<file path="config.mk">
export PLATFORM = sky130hd
export DESIGN_NAME = bram_loader_flat
export DESIGN_NICKNAME = d
export VERILOG_FILES = /design/src/rtl/bram_loader_pkg.sv /design/src/rtl/bram_loader_if.sv /design/src/rtl/bram_loader_raster_counter.sv /design/src/rtl/bram_loader.sv /design/src/flat_wrapper.sv
export SDC_FILE = /design/constraint.sdc
export NUM_CORES = 1
export LEC_CHECK = 0
export CAP_MARGIN = 0
export CORE_ASPECT_RATIO = 0.5
export CORE_MARGIN = 4
export CORE_UTILIZATION = 40
export CTS_CLUSTER_SIZE = 10
export DETAILED_ROUTE_END_ITERATION = 8
export PLACE_DENSITY = 0.65
export SYNTH_ARGS = -nofsm -noshare
export SYNTH_HDL_FRONTEND = slang
export SYNTH_SLANG_ARGS = --single-unit
</file>
<file path="constraint.sdc">
create_clock -name clk -period 4.25 [get_ports clk]
set_clock_uncertainty 0.05 [all_clocks]
set_input_delay 0.6375 -clock clk [delete_from_list [all_inputs] [get_ports clk]]
set_output_delay 0.6375 -clock clk [all_outputs]
set_load 0.1 [all_outputs]
</file>
<file path="src/rtl/bram_loader_pkg.sv">
// Shared types and constants for the frame loader: FSM state encoding,
// checksum width and frame-size helpers.
package bram_loader_pkg;

    typedef enum logic [2:0] {
        IDLE   = 3'd0,
        LOAD   = 3'd1,
        VERIFY = 3'd2,
        DRAIN  = 3'd3,
        DONE   = 3'd4
    } loader_state_t;

    localparam int CSUM_W      = 16;
    localparam int DEF_MAX_ROW = 540;
    localparam int DEF_MAX_COL = 540;

    // Pixel count of a rows x cols frame; used to size the last-pixel compare.
    function automatic int frame_pix(input int rows, input int cols);
        return rows * cols;
    endfunction

    localparam int FRAME_PIX = DEF_MAX_ROW * DEF_MAX_COL;

endpackage

</file>
<file path="src/rtl/bram_loader_if.sv">
// Byte-stream and BRAM port A signals of the loader. The master modport is
// the loader (drives the BRAM, accepts bytes); the slave modport is the
// byte source plus BRAM side.
interface bram_loader_if #(
    parameter int ADDR_W = 19
);
    logic [7:0]        byte_i;
    logic              byte_valid_i;
    logic              byte_ready_o;
    logic              ena_o;
    logic              wea_o;
    logic [ADDR_W-1:0] addr_o;
    logic [7:0]        d2mem_o;
    logic [7:0]        mem2d_i;

    modport master (
        input  byte_i, byte_valid_i, mem2d_i,
        output byte_ready_o, ena_o, wea_o, addr_o, d2mem_o
    );

    modport slave (
        output byte_i, byte_valid_i, mem2d_i,
        input  byte_ready_o, ena_o, wea_o, addr_o, d2mem_o
    );
endinterface

</file>
<file path="src/rtl/bram_loader_raster_counter.sv">
// Raster row/column/address counter shared by the write and readback phases.
// Clear has priority over advance; last_o flags the final pixel address.
module raster_counter
    import bram_loader_pkg::*;
#(
    parameter int MAX_ROW = 540,
    parameter int MAX_COL = 540,
    parameter int ADDR_W  = 19,
    parameter int ROW_W   = 10
) (
    input  logic              clk,
    input  logic              rst,
    input  logic              clr_i,
    input  logic              adv_i,
    output logic [ADDR_W-1:0] addr_o,
    output logic [ROW_W-1:0]  row_o,
    output logic              last_o
);
    localparam int FRAME = frame_pix(MAX_ROW, MAX_COL);
    localparam int COL_W = $clog2(MAX_COL + 1);

    logic [ADDR_W-1:0] r_addr;
    logic [ROW_W-1:0]  r_row;
    logic [COL_W-1:0]  r_col;
    logic              w_col_wrap;

    assign w_col_wrap = (r_col == COL_W'(MAX_COL - 1));
    assign last_o     = (r_addr == ADDR_W'(FRAME - 1));
    assign addr_o     = r_addr;
    assign row_o      = r_row;

    // Step through the frame in raster order; column wrap bumps the row.
    always_ff @(posedge clk) begin
        if (rst || clr_i) begin
            r_addr <= '0;
            r_row  <= '0;
            r_col  <= '0;
        end else if (adv_i) begin
            r_addr <= r_addr + ADDR_W'(1);
            if (w_col_wrap) begin
                r_col <= '0;
                r_row <= r_row + ROW_W'(1);
            end else begin
                r_col <= r_col + COL_W'(1);
            end
        end
    end

endmodule

</file>
<file path="src/rtl/bram_loader.sv">
// Frame loader: writes one MAX_ROW x MAX_COL byte frame into BRAM port A in
// raster order, optionally reads it back and compares a 16-bit modular sum.
module bram_loader
    import bram_loader_pkg::*;
#(
    parameter int MAX_ROW = 540,
    parameter int MAX_COL = 540,
    parameter int ADDR_W  = 19,
    parameter int RD_LAT  = 1
) (
    input  logic              clk,
    input  logic              rst,
    input  logic              start_i,
    input  logic              verify_en_i,
    input  logic              abort_i,
    input  logic              bram_gnt_i,
    bram_loader_if.master     bus,
    output logic              busy_o,
    output logic              load_done_o,
    output logic              verify_ok_o,
    output logic [CSUM_W-1:0] checksum_o,
    output logic [9:0]        cnt_row_o
);
    loader_state_t     r_state;
    logic              r_verify_en;
    logic              r_ena;
    logic              r_wea;
    logic [ADDR_W-1:0] r_addr;
    logic [7:0]        r_d2mem;
    logic              r_load_done;
    logic              r_verify_ok;
    logic [CSUM_W-1:0] r_checksum;
    logic [CSUM_W-1:0] r_wsum;
    logic [CSUM_W-1:0] r_rsum;
    // Bit 0 mirrors a read strobe on ena_o; bit RD_LAT marks the cycle its
    // data is present on mem2d_i.
    logic [RD_LAT:0]   r_vpipe;

    logic              w_xfer;
    logic              w_rd_issue;
    logic              w_last;
    logic              w_cnt_clr;
    logic              w_pipe_idle;
    logic [ADDR_W-1:0] w_cnt_addr;
    logic [9:0]        w_row;
    logic [CSUM_W-1:0] w_wsum_next;
    logic [CSUM_W-1:0] w_rsum_next;

    assign w_xfer      = (r_state == LOAD) && bram_gnt_i && bus.byte_valid_i;
    assign w_rd_issue  = (r_state == VERIFY) && bram_gnt_i;
    assign w_pipe_idle = ~|r_vpipe[RD_LAT-1:0];
    assign w_wsum_next = r_wsum + CSUM_W'(bus.byte_i);
    assign w_rsum_next = r_rsum + (r_vpipe[RD_LAT] ? CSUM_W'(bus.mem2d_i) : CSUM_W'(0));

    // Counter restarts on a new load, an abort and at each phase end, so
    // VERIFY begins reading from address 0.
    assign w_cnt_clr = abort_i
                     || ((r_state == IDLE) && start_i)
                     || (w_xfer && w_last)
                     || (w_rd_issue && w_last);

    raster_counter #(
        .MAX_ROW (MAX_ROW),
        .MAX_COL (MAX_COL),
        .ADDR_W  (ADDR_W),
        .ROW_W   (10)
    ) u_cnt (
        .clk    (clk),
        .rst    (rst),
        .clr_i  (w_cnt_clr),
        .adv_i  (w_xfer || w_rd_issue),
        .addr_o (w_cnt_addr),
        .row_o  (w_row),
        .last_o (w_last)
    );

    assign bus.byte_ready_o = (r_state == LOAD) && bram_gnt_i;
    assign bus.ena_o        = r_ena;
    assign bus.wea_o        = r_wea;
    assign bus.addr_o       = r_addr;
    assign bus.d2mem_o      = r_d2mem;
    assign busy_o           = (r_state != IDLE);
    assign load_done_o      = r_load_done;
    assign verify_ok_o      = r_verify_ok;
    assign checksum_o       = r_checksum;
    assign cnt_row_o        = w_row;

    // Loader FSM with registered BRAM strobes, checksums and status outputs.
    // Abort leaves the strobe registered on its edge intact.
    always_ff @(posedge clk) begin
        if (rst) begin
            r_state     <= IDLE;
            r_verify_en <= 1'b0;
            r_ena       <= 1'b0;
            r_wea       <= 1'b0;
            r_addr      <= '0;
            r_d2mem     <= '0;
            r_load_done <= 1'b0;
            r_verify_ok <= 1'b0;
            r_checksum  <= '0;
            r_wsum      <= '0;
            r_rsum      <= '0;
            r_vpipe     <= '0;
        end else begin
            r_ena       <= w_xfer || w_rd_issue;
            r_wea       <= w_xfer;
            r_load_done <= 1'b0;
            r_vpipe     <= {r_vpipe[RD_LAT-1:0], w_rd_issue};
            if (w_xfer || w_rd_issue) r_addr  <= w_cnt_addr;
            if (w_xfer)               r_d2mem <= bus.byte_i;
            if (w_xfer)               r_wsum  <= w_wsum_next;
            if (r_vpipe[RD_LAT])      r_rsum  <= w_rsum_next;

            if (abort_i) begin
                r_state     <= IDLE;
                r_verify_en <= 1'b0;
                r_verify_ok <= 1'b0;
                r_wsum      <= '0;
                r_rsum      <= '0;
                r_vpipe     <= '0;
            end else begin
                case (r_state)
                    IDLE: begin
                        if (start_i) begin
                            r_state     <= LOAD;
                            r_verify_en <= verify_en_i;
                            r_wsum      <= '0;
                            r_rsum      <= '0;
                            r_verify_ok <= 1'b0;
                        end
                    end
                    LOAD: begin
                        if (w_xfer && w_last) begin
                            if (r_verify_en) begin
                                r_state <= VERIFY;
                            end else begin
                                r_state    <= DONE;
                                r_checksum <= w_wsum_next;
                            end
                        end
                    end
                    VERIFY: begin
                        if (w_rd_issue && w_last) r_state <= DRAIN;
                    end
                    DRAIN: begin
                        // Leave once the only outstanding read is the one
                        // whose data is being summed this cycle.
                        if (w_pipe_idle) begin
                            r_verify_ok <= (w_rsum_next == r_wsum);
                            r_checksum  <= r_wsum;
                            r_state     <= DONE;
                        end
                    end
                    DONE: begin
                        r_load_done <= 1'b1;
                        r_state     <= IDLE;
                    end
                    default: r_state <= IDLE;
                endcase
            end
        end
    end

endmodule

</file>
<file path="src/flat_wrapper.sv">
// flat-port wrapper written by rule: the top's interface ports become plain ports
module bram_loader_flat import bram_loader_pkg::*;
#(
    parameter int MAX_ROW = 540,
    parameter int MAX_COL = 540,
    parameter int ADDR_W  = 19,
    parameter int RD_LAT  = 1
)
  (clk, rst, start_i, verify_en_i, abort_i, bram_gnt_i, busy_o, load_done_o, verify_ok_o, checksum_o, cnt_row_o, bus_byte_i, bus_byte_valid_i, bus_mem2d_i, bus_byte_ready_o, bus_ena_o, bus_wea_o, bus_addr_o, bus_d2mem_o);
  bram_loader_if #(.ADDR_W(ADDR_W)) bus_i ();
  input  logic clk;
  input  logic rst;
  input  logic start_i;
  input  logic verify_en_i;
  input  logic abort_i;
  input  logic bram_gnt_i;
  output logic busy_o;
  output logic load_done_o;
  output logic verify_ok_o;
  output logic [CSUM_W-1:0] checksum_o;
  output logic [9:0] cnt_row_o;
  input wire logic [$bits(bus_i.byte_i)-1:0] bus_byte_i;
  input wire logic [$bits(bus_i.byte_valid_i)-1:0] bus_byte_valid_i;
  input wire logic [$bits(bus_i.mem2d_i)-1:0] bus_mem2d_i;
  output wire logic [$bits(bus_i.byte_ready_o)-1:0] bus_byte_ready_o;
  output wire logic [$bits(bus_i.ena_o)-1:0] bus_ena_o;
  output wire logic [$bits(bus_i.wea_o)-1:0] bus_wea_o;
  output wire logic [$bits(bus_i.addr_o)-1:0] bus_addr_o;
  output wire logic [$bits(bus_i.d2mem_o)-1:0] bus_d2mem_o;
  assign bus_i.byte_i = bus_byte_i;
  assign bus_i.byte_valid_i = bus_byte_valid_i;
  assign bus_i.mem2d_i = bus_mem2d_i;
  assign bus_byte_ready_o = bus_i.byte_ready_o;
  assign bus_ena_o = bus_i.ena_o;
  assign bus_wea_o = bus_i.wea_o;
  assign bus_addr_o = bus_i.addr_o;
  assign bus_d2mem_o = bus_i.d2mem_o;
  bram_loader #(.MAX_ROW(MAX_ROW), .MAX_COL(MAX_COL), .ADDR_W(ADDR_W), .RD_LAT(RD_LAT)) u_core (.clk(clk), .rst(rst), .start_i(start_i), .verify_en_i(verify_en_i), .abort_i(abort_i), .bram_gnt_i(bram_gnt_i), .bus(bus_i), .busy_o(busy_o), .load_done_o(load_done_o), .verify_ok_o(verify_ok_o), .checksum_o(checksum_o), .cnt_row_o(cnt_row_o));
endmodule
</file>
==> out/metrics.yaml <==
grt:
  grt_use_total: 0.180
  met2_usage: 0.287
  antenna_found_initial: 0
  gr-max-usage-layer: "met2"
  grt_overflow: 0
  first_global_vias: 5458
  globalRouteMet1Util: 0.237
  grt_max_degree: 47
  met3_usage: 0.0546
  grt_pass1_wl_um: 26700
logic_synthesis:
  synthSimpleGateAreaFrac: 0.262
  synth_top_area_share: 0.391
  synthXorXnorAreaFrac: 0.115
  synth_nets: 831
  synth_flop_cell: "dfxtp_1"
  syn_inst: 787
  synth.area.top_cells: "dfxtp_1 39%, nand2_1 7.5%, xnor2_1 6.5%"
  synthAdderAreaFrac: 0.0438
  synth_area_per_cell_um2: 8.06
  synthArstFlopShare: 0
  yosysUniqueCellTypes: 61
  synth_top_family_by_area: "simple AND/OR/NAND/NOR gates"
  synthesis.area_mm2: 0.00635
  yosysWarnings: 0
  synth_compound_area_frac: 0.129
  yosys.area.top_type: "dfxtp_1"
  synth-seq-cells: 124
  synthMuxAreaShare: 0.0158
  synth_edf_count: 0
  ys_seq_area_frac: 0.391
setup_path:
  endpoint_kind: "register"
  cp.arrival_ps: 4200
  cp-start-kind: "input pin"
  critPathLaunch: "bus_mem2d_i[0]"
  path_max_fanout: 3
  crit_required_ps: 4560
  rr_startpoint: "u_core.r_vpipe[1]"
  reg2reg_slack_ps: 550
  r2r_cells: 11
  r2r_end: "u_core.verify_ok_o"
  worstSetupPathType: "in -> reg"
  endpoint: "u_core.verify_ok_o"
timing:
  fin_crit_sh: 0.915
  setup_slack_ps: 359
  report.final.slew_viol_count: 0
  fmaxAchievable_mhz: 257
  relSlewSlack: 0.329
  worst_slew_pin_slew_ps: 1000
  final-setup-viol-count: 0
  finalCriticalPeriod_ps: 3890
  rsz0062_at_grt: "false"
  hold_viol_final: 0
power_and_ir_drop:
  power.share.clock: 0.535
  swShare: 0.237
  total_power_w: 0.00275
  p_int_w: 0.00210
  vdd.ir_drop.worst_uv: 312
  power_frac_comb: 0.039
  powerDensity_mw_per_mm2: 349
  p_leak_nw: 2.71
  p_seq_frac: 0.425
  power.switching_w: 0.000652
routing:
  drc: 0
  drtAntennaViolNets: 0
  wl_um: 15600
  wire_per_inst_um: 14.6
  via_count: 5523
  routed_via_density: 5.17
  drt_iter0_drc: 372
  dr.pass1.iters: 5
cts:
  cts_resized: 0
  ctsHoldBuffers: 0
  clk_path_buf_depth: 2
  clkLatencyLatePin_ps: 420
  htree_levels: 4
  cts_buffers: 17
  cts_tree: "yes"
  cts_root_buf: "clkbuf_16"
  cts.reportedPaths.clkPinSlew_ps: 60
  cts_setup_buffers: 0
  cts_sinks: 124
placement:
  hpwlAfterDp_um: 10800
  place_ws_ps: -68.8
  port_buffers: 81
  gp_congestion: 0.871
floorplanning:
  io_pins: 82
  dieArea_mm2: 0.0181
  core_area_mm2: 0.0155
  dieHeight_um: 97.1
  die_width_um: 186
  start_util: 0.411
  rows: 32
worst_hold_path:
  hold_class: "reg -> reg"
  whs_path_depth: 2
run_status:
  outcome: "finished clean"
final_layout:
  layout.nets: 896
  fill_cells: 1480
  num_antenna_cells: 0
  drive_gt1_frac: 0.0636
  syn_to_final_growth_pct: 24.2
run:
  drv_cap: 0
-- worst min path at each step --
stage                                      from               endpoint
final                     u_core.bus.d2mem_o[6]  u_core.bus.d2mem_o[6]
after global routing      u_core.bus.addr_o[12]  u_core.bus.addr_o[12]
after CTS                 u_core.bus.d2mem_o[6]  u_core.bus.d2mem_o[6]
after detailed placement  u_core.bus.addr_o[12]  u_core.bus.addr_o[12]
after global placement    u_core.bus.d2mem_o[6]  u_core.bus.d2mem_o[6]
after floorplan              u_core.r_verify_en     u_core.r_verify_en
-- power groups by stage --
stage / Sequential (W) / Combinational, W / Clock [W]
global placement: 0.00119 / 0.000108 / 0
CTS: 0.00117 / 0.000109 / 0.00150
finish: 0.00117 / 0.000108 / 0.00147
floorplan: 0.00120 / 0.0000568 / 0
global route: 0.00117 / 0.000117 / 0.00156
detailed placement: 0.00119 / 0.000108 / 0
-- registers in the layout (all words and copies together) (netlist names), 8 cells and up --
name and flops:
u_core.u_cnt.addr_o 19, u_core.u_cnt.row_o 10, u_core.bus.d2mem_o 8, u_core.r_wsum 16
u_core.bus.addr_o 19, u_core.u_cnt.r_col 10, u_core.checksum_o 16, u_core.r_rsum 16
-- kinds of logic after synthesis --
| kind of cell | count (synthesis) |
|---|---|
| compound gates | 127 |
| buf+inv | 59 |
| mux | 10 |
| flops | 124 |
| fa+ha+maj | 21 |
| simple gates | 363 |
| xor+xnor | 83 |
-- synth_stat cells, types with 2 or more instances --
cell	number
nand2_1	127
dfxtp_1	124
nor2_1	108
a21oi_1	56
xnor2_1	47
clkbuf_1	38
xor2_1	36
nand3_1	24
nor3_1	23
ha_1	19
nand4_1	16
a211oi_1	12
and2_1	11
o21ai_0	11
inv_1	10
mux2i_1	10
a21o_1	8
a311oi_1	7
nand2b_1	7
nor4_1	7
buf_6	6
or3_1	6
and3_1	5
or4_1	5
nand3b_1	4
nor2b_1	4
nor3b_1	4
o21a_1	4
or2_2	4
o22ai_1	3
a211o_1	2
a22o_1	2
a31oi_1	2
and4_1	2
buf_1	2
fa_1	2
nor4b_1	2
o211ai_1	2
o311a_1	2
o31a_1	2
-- cell usage in the layout, fill, tap and decap left out, drive strengths merged, types with 11 or more instances in the layout --
cell type,n
xnor2,47
nand3,24
inv,15
nand2,127
buf,16
ha,19
and2,11
a211oi,12
nor3,23
dfxtp,124
xor2,36
clkbuf,18
a21oi,56
o21ai,12
nand4,16
clkdlybuf4s50,79
nor2,108
-- worst max-delay path, stage by stage --
cell             delay [ps]
clkdlybuf4s50_1         390
and2_1                  150
ha_1                    210
fa_1                    480
xor2_1                  180
or3_1                   330
a2111o_1                400
nor4_2                  240
nand4_1                 130
or4_1                   420
or4_1                   520
o21ai_1                 120
-- cell type report --
| cell class | instances | area, um2 | area share |
|---|---|---|---|
| multi-input combinational | 604 | 3600 | 0.457 |
| timing repair buffer | 95 | 908 | 0.115 |
| inverter | 10 | 37.5 | 0.00476 |
| tap | 204 | 255 | 0.0324 |
| clock inverter | 14 | 160 | 0.0203 |
| clock buffer | 18 | 439 | 0.0557 |
| sequential | 124 | 2480 | 0.315 |
-- routing by layer --
metal	routed length [um]	vias to the layer above
li1	-	2831
met2	7400	96
met5	0	-
met1	7390	2581
met3	678	15
met4	155	0
-- per-stage QoR --
stage / util / std cells / hold slack, ps / TNS [ps] / instance area, um2
after floorplan: - / 787 / 402 / 0 / 6350
after global placement: 0.471 / 1037 / 392 / -12.0 / 7280
after detailed placement: 0.471 / 1037 / 398 / -68.8 / 7280
after CTS: 0.510 / 1069 / 406 / 0 / 7880
after global routing: 0.510 / 1069 / 419 / 0 / 7880
final: 0.510 / 1069 / 401 / 0 / 7880
Note: power is estimated with default switching activity, not from simulation.
